--- src/rtl/multicycle_fsm.sv ---
// multicycle_fsm -- Moore control FSM for a multicycle ARM-style datapath.
//
// Purpose:
//   Steps each instruction through FETCH/DECODE and then a memory, data
//   processing or branch path, driving one control word per state. The
//   control word depends only on the current state. The exceptions are
//   the memory handshake qualifiers and the DECODE-stage NOP done flag.
//
// Configuration:
//   MEM_WAIT_EN -- when defined, adds the mem_ready input. FETCH, MEMRD and
//   MEMWR then hold until memory reports completion. When undefined, the
//   port is absent and memory is treated as always ready.
//
// Ports:
//   clk        in   1  sole clock, rising edge
//   reset      in   1  synchronous, active-low
//   Op         in   2  Instr[27:26]
//   Funct      in   6  Instr[25:20]; Funct[5]=I bit, Funct[0]=L/S bit
//   mem_ready  in   1  memory access complete (MEM_WAIT_EN only)
//   IRWrite, AdrSrc, ALUSrcA, NextPC, RegW, MemW, Branch, ALUOp,
//   instr_done out 1 each
//   ALUSrcB, ResultSrc out 2 each
//   state      out  4  current state encoding
module multicycle_fsm (
  input  logic       clk,
  input  logic       reset,
  input  logic [1:0] Op,
  input  logic [5:0] Funct,
`ifdef MEM_WAIT_EN
  input  logic       mem_ready,
`endif
  output logic       IRWrite,
  output logic       AdrSrc,
  output logic       ALUSrcA,
  output logic       NextPC,
  output logic       RegW,
  output logic       MemW,
  output logic       Branch,
  output logic       ALUOp,
  output logic       instr_done,
  output logic [1:0] ALUSrcB,
  output logic [1:0] ResultSrc,
  output logic [3:0] state
);

  typedef enum logic [3:0] {
    FETCH  = 4'd0,
    DECODE = 4'd1,
    MEMADR = 4'd2,
    MEMRD  = 4'd3,
    MEMWB  = 4'd4,
    MEMWR  = 4'd5,
    EXECR  = 4'd6,
    EXECI  = 4'd7,
    ALUWB  = 4'd8,
    BRANCH = 4'd9
  } state_t;

  state_t state_r, state_n;

`ifndef MEM_WAIT_EN
  // Without the handshake, every memory access completes in one cycle.
  logic mem_ready;
  assign mem_ready = 1'b1;
`endif

  // Only the I bit and the L/S bit steer the sequence; the rest of Funct
  // belongs to the ALU decoder.
  logic unused_funct;
  assign unused_funct = ^Funct[4:1];

  // State register. Reset wins on any edge, even mid-instruction.
  always_ff @(posedge clk) begin
    if (!reset) state_r <= FETCH;
    else        state_r <= state_n;
  end

  // Next-state and Moore control decode. Unused encodings fall back to FETCH.
  // While reset is held, present the FETCH datapath setup with every
  // side-effecting strobe suppressed.
  always_comb begin
    state_n    = FETCH;
    IRWrite    = 1'b0;
    AdrSrc     = 1'b0;
    ALUSrcA    = 1'b0;
    NextPC     = 1'b0;
    RegW       = 1'b0;
    MemW       = 1'b0;
    Branch     = 1'b0;
    ALUOp      = 1'b0;
    instr_done = 1'b0;
    ALUSrcB    = 2'b00;
    ResultSrc  = 2'b00;

    case (state_r)
      FETCH:  state_n = mem_ready ? DECODE : FETCH;
      DECODE: begin
        case (Op)
          2'b01:   state_n = MEMADR;
          2'b00:   state_n = Funct[5] ? EXECI : EXECR;
          2'b10:   state_n = BRANCH;
          default: state_n = FETCH;
        endcase
      end
      MEMADR: state_n = Funct[0] ? MEMRD : MEMWR;
      MEMRD:  state_n = mem_ready ? MEMWB : MEMRD;
      MEMWR:  state_n = mem_ready ? FETCH : MEMWR;
      EXECR:  state_n = ALUWB;
      EXECI:  state_n = ALUWB;
      default: state_n = FETCH;
    endcase

    if (!reset) begin
      ALUSrcA   = 1'b1;
      ALUSrcB   = 2'b10;
      ResultSrc = 2'b10;
    end else begin
      case (state_r)
        FETCH: begin
          // The instruction is latched and the PC advances only once the
          // fetch actually completes.
          IRWrite   = mem_ready;
          NextPC    = mem_ready;
          ALUSrcA   = 1'b1;
          ALUSrcB   = 2'b10;
          ResultSrc = 2'b10;
        end
        DECODE: begin
          ALUSrcA    = 1'b1;
          ALUSrcB    = 2'b10;
          ResultSrc  = 2'b10;
          instr_done = (Op == 2'b11);
        end
        MEMADR: ALUSrcB = 2'b01;
        MEMRD:  AdrSrc = 1'b1;
        MEMWB: begin
          ResultSrc  = 2'b01;
          RegW       = 1'b1;
          instr_done = 1'b1;
        end
        MEMWR: begin
          // The write request stays asserted for the whole wait, but the
          // instruction retires only on the completing cycle.
          AdrSrc     = 1'b1;
          MemW       = 1'b1;
          instr_done = mem_ready;
        end
        EXECR:  ALUOp = 1'b1;
        EXECI: begin
          ALUSrcB = 2'b01;
          ALUOp   = 1'b1;
        end
        ALUWB: begin
          RegW       = 1'b1;
          instr_done = 1'b1;
        end
        BRANCH: begin
          ALUSrcB    = 2'b01;
          ResultSrc  = 2'b10;
          Branch     = 1'b1;
          instr_done = 1'b1;
        end
        default: ;
      endcase
    end
  end

  assign state = state_r;

endmodule

--- config.mk ---
export PLATFORM = sky130hd
export DESIGN_NAME = multicycle_fsm
export DESIGN_NICKNAME = d
export VERILOG_FILES = /design/src/rtl/multicycle_fsm.sv
export SDC_FILE = /design/constraint.sdc
export NUM_CORES = 1
export LEC_CHECK = 0
export ABC_CLOCK_PERIOD_IN_PS = 2300
export BUFFER_PORTS_ARGS = -buffer_cell sky130_fd_sc_hd__buf_2
export CORE_AREA = 2 2 39 41
export CTS_BUF_LIST = sky130_fd_sc_hd__clkbuf_16
export DETAILED_ROUTE_END_ITERATION = 12
export DIE_AREA = 0 0 41 43
export SYNTH_ARGS = -nofsm -noshare
export SYNTH_HDL_FRONTEND = slang
export SYNTH_SLANG_ARGS = --single-unit
--- constraint.sdc ---
create_clock -name clk -period 2.3 [get_ports clk]
set_clock_uncertainty 0.2 [all_clocks]
set_input_delay 0.345 -clock clk [delete_from_list [all_inputs] [get_ports clk]]
set_output_delay 0.345 -clock clk [all_outputs]
set_load 0.1 [all_outputs]
# Word-level counts from Yosys, hierarchy flattened
# Index checks and enable logic that the tools add are counted.
# Widths: inputs -> output; s select.
dict set report classes {
  n_addsub 0
  mul 0
  n_div 0
  magnitude_cmp 0
  eq_ne 12
  shifts 0
  mux 24
  n_bitwise 0
  n_reduce_logical 9
}
# cell n
set op_table {}
lappend op_table {{$pmux 4 s5} 1}
lappend op_table {{$eq 4x3->1 const B} 4}
lappend op_table {{$mux 1} 16}
lappend op_table {{$pmux 4 s3} 1}
lappend op_table {{$eq 4x2->1 const B} 2}
lappend op_table {{$eq 4x4->1 const B} 2}
lappend op_table {{$pmux 2 s2} 2}
lappend op_table {{$reduce_or 2->1} 4}
lappend op_table {{$reduce_or 3->1} 2}
lappend op_table {{$eq 2x2->1 const B} 2}
lappend op_table {{$eq 4x1->1 const B} 1}
lappend op_table {{$logic_not 4->1} 1}
lappend op_table {{$mux 2} 2}
lappend op_table {{$reduce_or 4->1} 1}
lappend op_table {{$mux 3} 1}
lappend op_table {{$eq 2x1->1 const B} 1}
lappend op_table {{$logic_not 2->1} 1}
lappend op_table {{$pmux 1 s2} 1}
dict set report word_totals {
  reg_bits 4
  latch_bits 0
  mem_bits_rw 0
  romBits 0
  inputBits 10
  out_inout_bits 17
  elab_cells 46
  mem_count 0
}

# Logic depth before layout (Yosys ltp)
# Gate-level depths: netlist of the first run.
dict set report depth {
  depth_word 4
  depth_mapped 4
  depth_no_buf 3
}

# Least setup slack after synthesis of the first run
# Ideal clock, no wire load.
dict set report synth_path {
  path_kind {register -> output}
  startpoint {reg state_r[2], in the netlist state[2]}
  endpoint {out instr_done}
  arrival_time_ps 4694
  required_ps 1755
  path_slack_ps -2939
  path_stages_with_launch 5
  path_buffers 1
  cell_sequence {dfxtp_1 or2_1 buf_6 a31oi_1 a2111oi_1}
}
dict set report synth_between {
  elab_chain_len 4
  elab_cells_between_ends 8
  classes_between {eq/ne: 5; mux: 2; reduce/logical: 1}
}
# item line_no
set synth_rtl {}
lappend synth_rtl {{start: declaration} 59} ;# state_t state_r, state_n;
lappend synth_rtl {{start signal: assignment} 75} ;# else state_r <= state_n;
lappend synth_rtl {{$eq 4x4->1 (tied with other cells)} 118} ;# case (state_r)
lappend synth_rtl {{$reduce_or 4->1 (no source line)} n/a}
lappend synth_rtl {{$pmux 1 s2 (*)} 118}
lappend synth_rtl {{$mux 1 (*)} 113} ;# if (!reset) begin
lappend synth_rtl {{end: declaration} 40} ;# output logic instr_done,
# Every way passes the cells marked *; elsewhere a longest branch is shown, timed or not.

# Final worst setup path of the first run
# Ends and elaborated chain as after synthesis.

==> results, run 1 <==
- The highest fanout seen on the critical path is 8.
- The flow ran to the end, and the final reports show no timing, DRC or antenna violations.
- The number of global-route vias before repair is 394.
- The category of the critical setup timing path is flip-flop to primary output.
- With fillers left out, the area of the finished cells amounts to 730.7 µm².
- The smallest clock period supported by the final layout is computed as 2.182 ns.
- The standard-cell row count is 14.
- After synthesis, the mean cell area works out to 7.299 µm².
- STA classifies the critical path startpoint as a flip-flop.
- The net count after synthesis is 58.
- The highest clock rate is 0.4583 GHz.
- The data arrival time of the worst path is 1.64 ns.
- The most frequently used cell type in the post-synthesis netlist is sky130_fd_sc_hd__nor2_1.
- For this configuration, the core starts out at a cell density of 25.32%.
- The area share of the leading cell type in the synthesized netlist is 22.86%.
- The die covers 1763 µm².
- During synthesis, Yosys emitted a total of 0 warnings.
- The maximum resistive drop on vdd is 0.5063 mV.
- The worst-case clock buffer depth is 2.
- The number of placed cells counting well taps is 81.
- The clock drives 4 sinks.
- The final hold violation count is 0.
- The final non-filler cell total is 84.
- Counting instances in the post-synthesis netlist gives the leading cell types as sky130_fd_sc_hd__nor2_1 (8), sky130_fd_sc_hd__a21oi_1 (4), sky130_fd_sc_hd__dfxtp_1 (4).
- The netlist uses 27 different library cells.
- The overall power is 0.5850 mW.
- Clock latency on the worst-skew pair, taken at its later pin, is 0.22 ns.
- For this run, the leading register cell type out of synthesis is sky130_fd_sc_hd__dfxtp_1.
- Summed over all instances, the cell type with the most area after synthesis is sky130_fd_sc_hd__dfxtp_1.
- The area growth from synthesis to layout is 108.6%.
- Headroom to the max-slew limit came out at 67.76%.
- By area the synthesized netlist is led by sky130_fd_sc_hd__dfxtp_1 (23%), sky130_fd_sc_hd__nor2_1 (8.6%), sky130_fd_sc_hd__a21oi_1 (5.7%).
- The number of search-and-repair iterations in the first detailed-routing pass is 2.
- Summing every instance area after synthesis gives 350.3 µm².
- The period utilization is 94.87%.
- The tool flagged a number of max-cap violations equal to 0.
- Clock tree synthesis selected as its root buffer the cell sky130_fd_sc_hd__clkbuf_16.
- The count of inserted antenna diode cells is 0.
- In this run the static leakage power is 0.2886 nW.
- For this run the aggregate overflow at the end of global routing stands at 0.
- Counting flops with a built-in enable in the synthesized netlist gives 0.
- Setup repair after global routing left no endpoint under its margin.
- The largest net degree at the start of global routing is 17.
- The number of antenna violations at the first check in global routing is 0.
- Measured along the y axis, the die boundary spans 43 µm.
- The cell area power density is 800.6 nW/µm².
- Of the synthesized area, sequential elements account for 22.86%.
- The register with the most flip-flops in the layout has 4 of them.
- For this run, the post-layout net count is 80.
- TritonCTS built the clock tree.
- The routed wire length per instance is 11.19 µm.
- In this run the number of H-tree levels came out at 1.
- The buffers inserted during post-CTS setup optimization is 0.
- The total negative setup slack is 0 ns.
- The standard cell core area is 1384 µm².
- After detailed routing, the number of vias per cell comes to 4.738.
- For the worst flop-to-flop path, the logic depth is 3.
- STA puts the critical path data required time at 1.75 ns.
- After technology mapping, the gate count stands at 48.
- At the end of the flow the core is filled with cells to 52.80%.
- The number of hold buffers added after CTS is 0.
- The remaining routing DRC violations is 0.
- The final setup violation count is 0.
- The critical path endpoint category is a primary output.
- The flip-flop and latch count after synthesis is 4.
- The count of nets left with antenna violations once routing finished came out at 0.
- The count of input and output buffers is 22.
- The hold-critical path depth is 3.
- The number of resized instances in the post-cts repair step is 0.
- The width of the die is 41 µm.
- The post-detailed-placement cell area is 655.6 µm².
- The detailed-placement wirelength estimate is 713 µm.
- For the pin with the worst max-slew slack, the measured transition is 0.4869 ns.
- The final count of pins violating max slew came to 0.
- For this run, asynchronously set or reset flops after synthesis account for 0%.
- The detailed router placed 398 vias in this run.
- The final wirelength is 940 µm.
- Global routing consumed, over all layers together, 14.06% of the routing resources.
- The wire length of the first global-routing pass is 1656 µm.
- 27 I/O pins were placed.
- For this block, the initial DRC count from the detailed router was 2.
- The routability-driven placement congestion ratio is 0.6338.
- The clock transition at the registers of the reported paths is 0.03 ns.
- The fraction of final layout cells with drive strength greater than 1 is 61.76%.
- The number of buffers created by CTS is 3.
- The tightest min-delay check is of the input pin to flip-flop type.
[worst max-delay path: stages, from the launching register on]
cell,delay [ns]
sky130_fd_sc_hd__dfxtp_4,0.40
sky130_fd_sc_hd__or2_1,0.35
sky130_fd_sc_hd__a31oi_4,0.06
sky130_fd_sc_hd__a2111oi_4,0.38
sky130_fd_sc_hd__buf_12,0.22
[layout by cell type, fill, tap and decap left out]
master,netlist,final
sky130_fd_sc_hd__a2111oi_4,0,1
sky130_fd_sc_hd__a21oi_1,4,3
sky130_fd_sc_hd__a21oi_4,0,1
sky130_fd_sc_hd__a31oi_4,0,1
sky130_fd_sc_hd__and3_1,2,2
sky130_fd_sc_hd__and3b_1,1,1
sky130_fd_sc_hd__buf_12,0,6
sky130_fd_sc_hd__buf_2,2,16
sky130_fd_sc_hd__clkbuf_16,0,3
sky130_fd_sc_hd__dfxtp_4,0,4
sky130_fd_sc_hd__inv_1,1,1
sky130_fd_sc_hd__nand2_1,1,1
sky130_fd_sc_hd__nand2b_1,1,1
sky130_fd_sc_hd__nand3b_1,1,1
sky130_fd_sc_hd__nor2_1,8,4
sky130_fd_sc_hd__nor2_2,0,1
sky130_fd_sc_hd__nor2_4,0,3
sky130_fd_sc_hd__nor2b_1,2,2
sky130_fd_sc_hd__nor3_4,0,1
sky130_fd_sc_hd__nor3b_1,2,2
sky130_fd_sc_hd__nor4b_1,1,1
sky130_fd_sc_hd__o21ai_0,3,2
sky130_fd_sc_hd__o21ai_4,0,1
sky130_fd_sc_hd__o31a_2,0,1
sky130_fd_sc_hd__o31ai_4,0,1
sky130_fd_sc_hd__or2_1,2,2
sky130_fd_sc_hd__or2_4,1,1
sky130_fd_sc_hd__or2b_1,1,1
sky130_fd_sc_hd__or2b_2,1,1
sky130_fd_sc_hd__or3_1,1,1
sky130_fd_sc_hd__xnor2_1,1,1
[area by class of cell]
cell class | instances | area, µm²
Timing Repair Buffer | 22 | 200.2
Clock buffer | 3 | 75.07
Inverter | 1 | 3.754
Tap cell | 16 | 20.02
Sequential cell | 4 | 95.09
Multi-Input combinational cell | 38 | 336.6
Fill cell | 130 | 653.1
[final timing paths]
path | startpoint | endpoint | slack (ns)
setup / recovery | state[2] | instr_done | 0.12
hold / removal | Funct[0] | state[2] | 0.19
setup reg to reg | state[2] | state[3] | 0.84
hold reg to reg | state[0] | state[0] | 0.33
[kinds of logic (layout without fill, tap and decap cells)]
logic type	after synthesis	in the layout	share of synthesized area, %
flops	4	4	22.86
compound gates	11	11	19.29
simple gates	26	26	43.93
xor+xnor	1	1	2.500
buf+inv	6	26	11.43
[stage by stage]
stage	worst slack, ns	hold WS (ns)
5_1_grt	0.05530	0.2072
4_1_cts	0.1011	0.1954
3_5_place_dp	0.2618	0.3364
2_1_floorplan	-0.3545	0.3122
6_report	0.1180	0.1913
3_3_place_gp	0.2584	0.3396
[power breakdown]
group          internal (mW)  switching (mW)  total, mW
Combinational         0.0610           0.163      0.224
Sequential            0.0738          0.0172     0.0911
Clock                  0.222          0.0479      0.270
Total                  0.357           0.228      0.585
[metal layers]
metal | up-vias | wire length (µm) | GRT usage, %
li1 | 207 | - | -
met1 | 173 | 423 | 18.01
met2 | 16 | 445 | 20.31
met3 | 2 | 53 | 2.094
met4 | 0 | 19 | 10.00
met5 | - | 0 | 0
Power figures use the tool's default switching activity.
==> inputs of run 2 (changes only) <==
Settings changed: PLACE_DENSITY set to 0.64.
==> results, run 2 (synthesis results as in run 1) <==
- The cell area power density came to 793.8 nW/µm² (was 800.6 nW/µm²).
- The data arrival time of the worst path was 1.62 ns (was 1.64 ns).
- The final global-route overflow total was 0 (unchanged).
- The flip-flop count of the largest register, all copies and words added is 4 (unchanged).
- The root buffer cell is sky130_fd_sc_hd__clkbuf_16 (unchanged).
- The layout filler cell count is 119 (was 130).
- The setup slack of the worst register-to-register path came to 0.85 ns (was 0.84 ns).
- The final net count is 80 (unchanged).
- The startpoint of the worst hold path is Funct[0] (unchanged).
- The number of resized instances in the post-cts repair step is 0 (unchanged).
- The detailed-placement wirelength estimate is 677.3 µm (was 713 µm).
- The number of hold buffers added after CTS is 0 (unchanged).
- The minimum clock period was 2.169 ns (was 2.182 ns).
- The vias after detailed routing came to 397 (was 398).
- The global-route usage over all layers was 12.25% (was 14.06%).
- The worst hold path endpoint is state[2] (unchanged).
- The clock insertion delay at the later pin of the skew report came to 0.22 ns (about the same).
- The relative slew slack is 67.73% (was 67.76%).
- The number of global-route vias before repair is 351 (was 394).
- The worst-case clock buffer depth was 2 (unchanged).
- The highest clock rate was 0.4611 GHz (was 0.4583 GHz).
- The starting utilization of the core area was 25.32% (unchanged).
- The worst reg2reg path startpoint is state[2] (unchanged).
- RSZ-0062 raised after global routing: false (unchanged).
- The number of search-and-repair iterations in the first detailed-routing pass is 2 (unchanged).
- The max-capacitance violation count is 0 (unchanged).
- The leakage dissipation is 0.2886 nW (unchanged).
- The highest fanout seen on the critical path was 8 (unchanged).
- Outcome: completed (unchanged).
- The final count of pins violating max slew is 0 (unchanged).
- The wire length of the first global-routing pass is 1469 µm (was 1656 µm).
- The final wirelength came to 860 µm (was 940 µm).
- The initial detailed-routing violation count was 9 (was 2).
- The fraction of final layout cells with drive strength greater than 1 is 61.76% (unchanged).
- The total non-filler cell area in the finished layout came to 730.7 µm² (unchanged).
- The met2 layer usage reported by global route is 17.19% (was 20.31%).
- Commonest cells after routing, fill and taps aside: sky130_fd_sc_hd__buf_2 (16), sky130_fd_sc_hd__buf_12 (6), sky130_fd_sc_hd__nor2_1 (4), sky130_fd_sc_hd__dfxtp_4 (4) (unchanged).
- Cell-by-cell listing of the critical path: or2_1, a31oi_4, a2111oi_4, buf_12 (unchanged).
- The buffers plus inverters on the worst setup path is 1 (unchanged).
- The critical path endpoint category is a primary output (unchanged).
- The clock transition at the registers of the reported paths is 0.03 ns (about the same).
- The most common library cell in the layout ignoring fill and taps is sky130_fd_sc_hd__buf_2 (unchanged).
- The class of the tightest hold or removal check is input pin to flip-flop (unchanged).
- The hold-critical path depth is 3 (unchanged).
- The kind of cell adding the most delay to the critical path is compound AO/OA/AOI/OAI gates (unchanged).
- The highest-delay cell along the critical path was sky130_fd_sc_hd__dfxtp_4 (unchanged).
- The count of input and output buffers is 22 (unchanged).
- The maximum resistive drop on vdd is 0.6371 mV (was 0.5063 mV).
- The global-route track usage on met3 came to 6.283% (was 2.094%).
- The buffers inserted during post-CTS setup optimization is 0 (unchanged).
- The sink count of the clock tree is 4 (unchanged).
- The standard-cell row count is 14 (unchanged).
- The pin slew with the least headroom to its limit is 0.4875 ns (was 0.4869 ns).
- The post-detailed-placement cell area came to 655.6 µm² (unchanged).
- The period utilization is 94.30% (was 94.87%).
- The routability-driven placement congestion ratio is 0.6735 (was 0.6338).
- The overall power is 0.5800 mW (was 0.5850 mW).
- The count of inserted antenna diode cells came to 0 (unchanged).
- The met1 track utilization from global routing was 15.76% (was 18.01%).
- The width of the die was 41 µm (unchanged).
- The die outline height is 43 µm (unchanged).
- The die area was 1763 µm² (unchanged).
- The number of levels the H-tree was split into came to 1 (unchanged).
- The final setup violation count was 0 (unchanged).
- The category of the critical setup timing path was flip-flop to primary output (unchanged).
- The area growth from synthesis to layout is 108.6% (unchanged).
- The largest net degree at the start of global routing is 17 (unchanged).
- The routed via count divided by cell count is 4.726 (was 4.738).
- The standard cell core area is 1384 µm² (unchanged).
- The I/O pin count came to 27 (unchanged).
- The remaining routing DRC violations is 0 (unchanged).
- The reg-to-reg critical path endpoint is state[3] (unchanged).
- The TritonCTS clock tree is yes (unchanged).
- The worst reg2reg path depth came to 3 (unchanged).
- The worst stage delay on the critical path was 0.39 ns (was 0.40 ns).
- The number of buffers created by CTS is 3 (unchanged).
- The number of antenna violations at the first check in global routing is 0 (unchanged).
- The final hold violation count is 0 (unchanged).
- The routed wire length per instance is 10.24 µm (was 11.19 µm).
- The required time at the endpoint of the critical path was 1.75 ns (about the same).
- The busiest layer in global routing is met2 (unchanged).
- The startpoint kind of the worst setup timing path is a flip-flop (unchanged).
- The post-detailed-route count of antenna-violating nets is 0 (unchanged).
[run 2: cell counts in the layout (fill, tap and decap cells not counted)]
Identical to the previous run, type by type.
[run 2: worst reg2reg max path, stage by stage, from the launching register on]
cell                      delay (ns)
sky130_fd_sc_hd__dfxtp_4        0.37
sky130_fd_sc_hd__or2_1          0.37
sky130_fd_sc_hd__nor4b_1        0.32
sky130_fd_sc_hd__or2_1          0.13
[run 2: cell type report]
| cell class | count | area, µm² | share of cell area, % |
|---|---|---|---|
| inverters | 1 | 3.754 | 0.5137 |
| multi-input cells | 38 | 336.6 | 46.06 |
| repair buffers | 22 | 200.2 | 27.40 |
| well taps | 16 | 20.02 | 2.740 |
| flip-flops and latches | 4 | 95.09 | 13.01 |
| clock buffers | 3 | 75.07 | 10.27 |
[run 2: worst max-delay path by stage]
stage	from	end	slack, ns	cells after the start
3_5_place_dp	reset	IRWrite	0.26	5
6_report	state[2]	instr_done	0.13	4
5_1_grt	state[2]	instr_done	0.07	4
3_3_place_gp	reset	NextPC	0.26	5
2_1_floorplan	state[2]	instr_done	-0.35	4
4_1_cts	state[2]	instr_done	0.11	4
[run 2: power by group]
part           leakage [nW]  internal [mW]  switching [mW]
registers            0.0356         0.0738          0.0169
clock network        0.0370          0.222          0.0438
logic                 0.216         0.0610           0.163
[run 2: per-layer routing]
metal | share of wire, % | wire length (µm)
met3 | 6.3 | 54
met4 | 0 | 0
met1 | 48 | 412
met2 | 46 | 393
met5 | 0 | 0
[run 2: through the flow]
| stage | utilization, % | instances | TNS, ns | worst slack [ns] | hold WS [ns] |
|---|---|---|---|---|---|
| after floorplan | - | 48 | -0.5622 | -0.3545 | 0.3122 |
| after global placement | 47.38 | 81 | 0 | 0.2612 | 0.3195 |
| after detailed placement | 47.38 | 81 | 0 | 0.2601 | 0.3235 |
| after CTS | 52.80 | 84 | 0 | 0.1119 | 0.1975 |
| after global routing | 52.80 | 84 | 0 | 0.06698 | 0.2153 |
| final | 52.80 | 84 | 0 | 0.1311 | 0.1969 |
==> inputs of run 3 (changes only) <==
Settings changed: ABC_CLOCK_PERIOD_IN_PS 2300 to 2800.
Clock period 2.3 ns to 2.8 ns, I/O delays scaled along.
==> results, run 3 (synthesis results as in run 1) <==
- The remaining routing DRC violations is 0 (unchanged).
- The die outline height is 43 µm (unchanged).
- The detailed-placement wirelength estimate is 694.8 µm (was 677.3 µm).
- The critical path endpoint category is a primary output (unchanged).
- The flip-flop count of the largest register, all copies and words added came to 4 (unchanged).
- The worst-case clock buffer depth is 2 (unchanged).
- The starting utilization of the core area came to 25.32% (unchanged).
- The width of the die came to 41 µm (unchanged).
- The number of buffers created by CTS came to 3 (unchanged).
- The largest net degree at the start of global routing is 17 (unchanged).
- The share of power burned in combinational logic is 34.9% (was 38.6%).
- The number of resized instances in the post-cts repair step is 0 (unchanged).
- The sink count of the clock tree is 4 (unchanged).
- The standard cell core area came to 1384 µm² (unchanged).
- The cell area power density came to 754.5 nW/µm² (was 793.8 nW/µm²).
- The post-detailed-placement cell area is 521.8 µm² (was 655.6 µm²).
- The startpoint kind of the worst setup timing path is a flip-flop (unchanged).
- The initial detailed-routing violation count came to 0 (was 9).
- The number of antenna violations at the first check in global routing is 0 (unchanged).
- The final wirelength is 924 µm (was 860 µm).
- The highest fanout seen on the critical path is 8 (unchanged).
- The number of search-and-repair iterations in the first detailed-routing pass is 1 (was 2).
- The maximum resistive drop on vdd is 0.5350 mV (was 0.6371 mV).
- The root buffer cell is sky130_fd_sc_hd__clkbuf_16 (unchanged).
- The most common library cell in the layout ignoring fill and taps is sky130_fd_sc_hd__buf_2 (unchanged).
- The final core area utilization came to 43.13% (was 52.80%).
- The clock insertion delay at the later pin of the skew report came to 0.22 ns (about the same).
- The pin slew with the least headroom to its limit was 0.4873 ns (was 0.4875 ns).
- The data arrival time of the worst path was 1.85 ns (was 1.62 ns).
- The fraction of final layout cells with drive strength greater than 1 was 58.82% (was 61.76%).
- The part of the total power dissipated in the clock network is 48.3% (was 45.8%).
- The final hold violation count is 0 (unchanged).
- The class of the tightest hold or removal check was input pin to flip-flop (unchanged).
- The final global-route overflow total was 0 (unchanged).
- The routed via count divided by cell count is 4.798 (was 4.726).
- The max-capacitance violation count is 0 (unchanged).
- Outcome: completed (unchanged).
- The total internal power was 0.2739 mW (was 0.3564 mW).
- The buffers plus inverters on the worst setup path is 1 (unchanged).
- The final setup violation count was 0 (unchanged).
- The highest-delay cell along the critical path is sky130_fd_sc_hd__buf_2 (was sky130_fd_sc_hd__dfxtp_4).
- The overall power was 0.4503 mW (was 0.5800 mW).
- The worst stage delay on the critical path is 0.47 ns (was 0.39 ns).
- Commonest cells after routing, fill and taps aside: sky130_fd_sc_hd__buf_2 (22), sky130_fd_sc_hd__nor2_1 (4) (was sky130_fd_sc_hd__buf_2 (16), sky130_fd_sc_hd__buf_12 (6), sky130_fd_sc_hd__nor2_1 (4), sky130_fd_sc_hd__dfxtp_4 (4)).
- The required time at the endpoint of the critical path is 2.18 ns (was 1.75 ns).
- The final count of pins violating max slew is 0 (unchanged).
- The count of input and output buffers is 22 (unchanged).
- The area growth from synthesis to layout came to 70.36% (was 108.6%).
- The layout filler cell count is 146 (was 119).
- The final net count is 80 (unchanged).
- The relative slew slack came to 67.74% (was 67.73%).
- The die area is 1763 µm² (unchanged).
- The net switching component of the power is 0.1764 mW (was 0.2236 mW).
- The fraction of power spent switching nets was 39.18% (was 38.55%).
- RSZ-0062 raised after global routing: false (unchanged).
- The kind of cell adding the most delay to the critical path is buffers and inverters (was compound AO/OA/AOI/OAI gates).
- The number of levels the H-tree was split into came to 1 (unchanged).
- The clock transition at the registers of the reported paths is 0.03 ns (about the same).
- The routed wire length per instance is 11.00 µm (was 10.24 µm).
- The routability-driven placement congestion ratio was 0.6750 (was 0.6735).
- The leakage dissipation is 0.2652 nW (was 0.2886 nW).
- The count of inserted antenna diode cells was 0 (unchanged).
- Cell-by-cell listing of the critical path: or2_1, a31oi_1, a2111oi_4, buf_2 (was or2_1, a31oi_4, a2111oi_4, buf_12).
- The buffers inserted during post-CTS setup optimization was 0 (unchanged).
- The minimum clock period is 2.472 ns.
- The standard-cell row count came to 14 (unchanged).
- The proportion of power drawn by flip-flops and latches is 16.8% (was 15.6%).
- The number of placed cells counting well taps was 81 (unchanged).
- The global-route usage over all layers came to 13.04% (was 12.25%).
- The wire length of the first global-routing pass is 1538 µm (was 1469 µm).
- The number of global-route vias before repair is 363 (was 351).
- The I/O pin count is 27 (unchanged).
- The TritonCTS clock tree is yes (unchanged).
- The number of hold buffers added after CTS is 0 (unchanged).
- The final non-filler cell total came to 84 (unchanged).
- The total non-filler cell area in the finished layout was 596.8 µm² (was 730.7 µm²).
- The category of the critical setup timing path is flip-flop to primary output (unchanged).
- The post-detailed-route count of antenna-violating nets came to 0 (unchanged).
- The highest clock rate is 0.4045 GHz.
- Of the available clock period, the critical path in the final layout requires 88.29%.
- The vias after detailed routing came to 403 (was 397).
==> run 3: changes by cell type in the layout (fill, tap and decap cells not counted), moves of 2 or more <==
cell / change
sky130_fd_sc_hd__dfxtp_2: +3
sky130_fd_sc_hd__buf_12: -6
sky130_fd_sc_hd__nor2_4: -2
sky130_fd_sc_hd__buf_2: +6
sky130_fd_sc_hd__dfxtp_4: -4
sky130_fd_sc_hd__nor2_2: +2
==> run 3: area by class of cell <==
class | instances | area, µm² | share of cell area, %
sequential | 4 | 83.83 | 14.05
timing repair buffer | 22 | 110.1 | 18.45
tap | 16 | 20.02 | 3.354
inverter | 1 | 3.754 | 0.6289
multi-input combinational | 38 | 304.0 | 50.94
clock buffer | 3 | 75.07 | 12.58
==> run 3: routing by layer <==
metal | track usage [%] | part of all wire, % | vias up
li1 | - | - | 204
met1 | 15.71 | 41 | 183
met2 | 18.75 | 52 | 14
met3 | 4.712 | 6.2 | 2
met4 | 8.000 | 1.2 | 0
met5 | 0 | 0 | -
==> run 3: final timing paths <==
path / start / end / slack, ns / cells after the start
worst max-delay path: state[2] / instr_done / 0.33 / 4
worst min-delay path: Funct[0] / state[2] / 0.28 / 3
worst min register to register: state[1] / state[2] / 0.43 / 2
worst max register to register: state[3] / state[2] / 1.38 / 3
==> run 3: worst register-to-register path, cell delays in order (launching register included) <==
cell,delay (ns)
sky130_fd_sc_hd__dfxtp_2,0.36
sky130_fd_sc_hd__or2_1,0.36
sky130_fd_sc_hd__or2_4,0.29
sky130_fd_sc_hd__a21oi_1,0.13
==> run 3: power by group through the flow <==
stage                     registers, mW  clock network, mW  logic (mW)
after floorplan                  0.0956                  0       0.122
after global placement           0.0757                  0       0.157
after detailed placement         0.0761                  0       0.158
after CTS                        0.0756              0.221       0.158
after global routing             0.0775              0.228       0.164
final                            0.0756              0.218       0.157
==> run 3: metrics by stage <==
| step | hold WS (ns) | setup TNS [ns] | setup WS (ns) |
|---|---|---|---|
| after floorplan | 0.3898 | -0.3689 | -0.3689 |
| after global placement | 0.4183 | 0 | 0.4837 |
| after CTS | 0.2840 | 0 | 0.3096 |
| after detailed placement | 0.4286 | 0 | 0.4734 |
| after global routing | 0.2916 | 0 | 0.1843 |
| final | 0.2796 | 0 | 0.3279 |
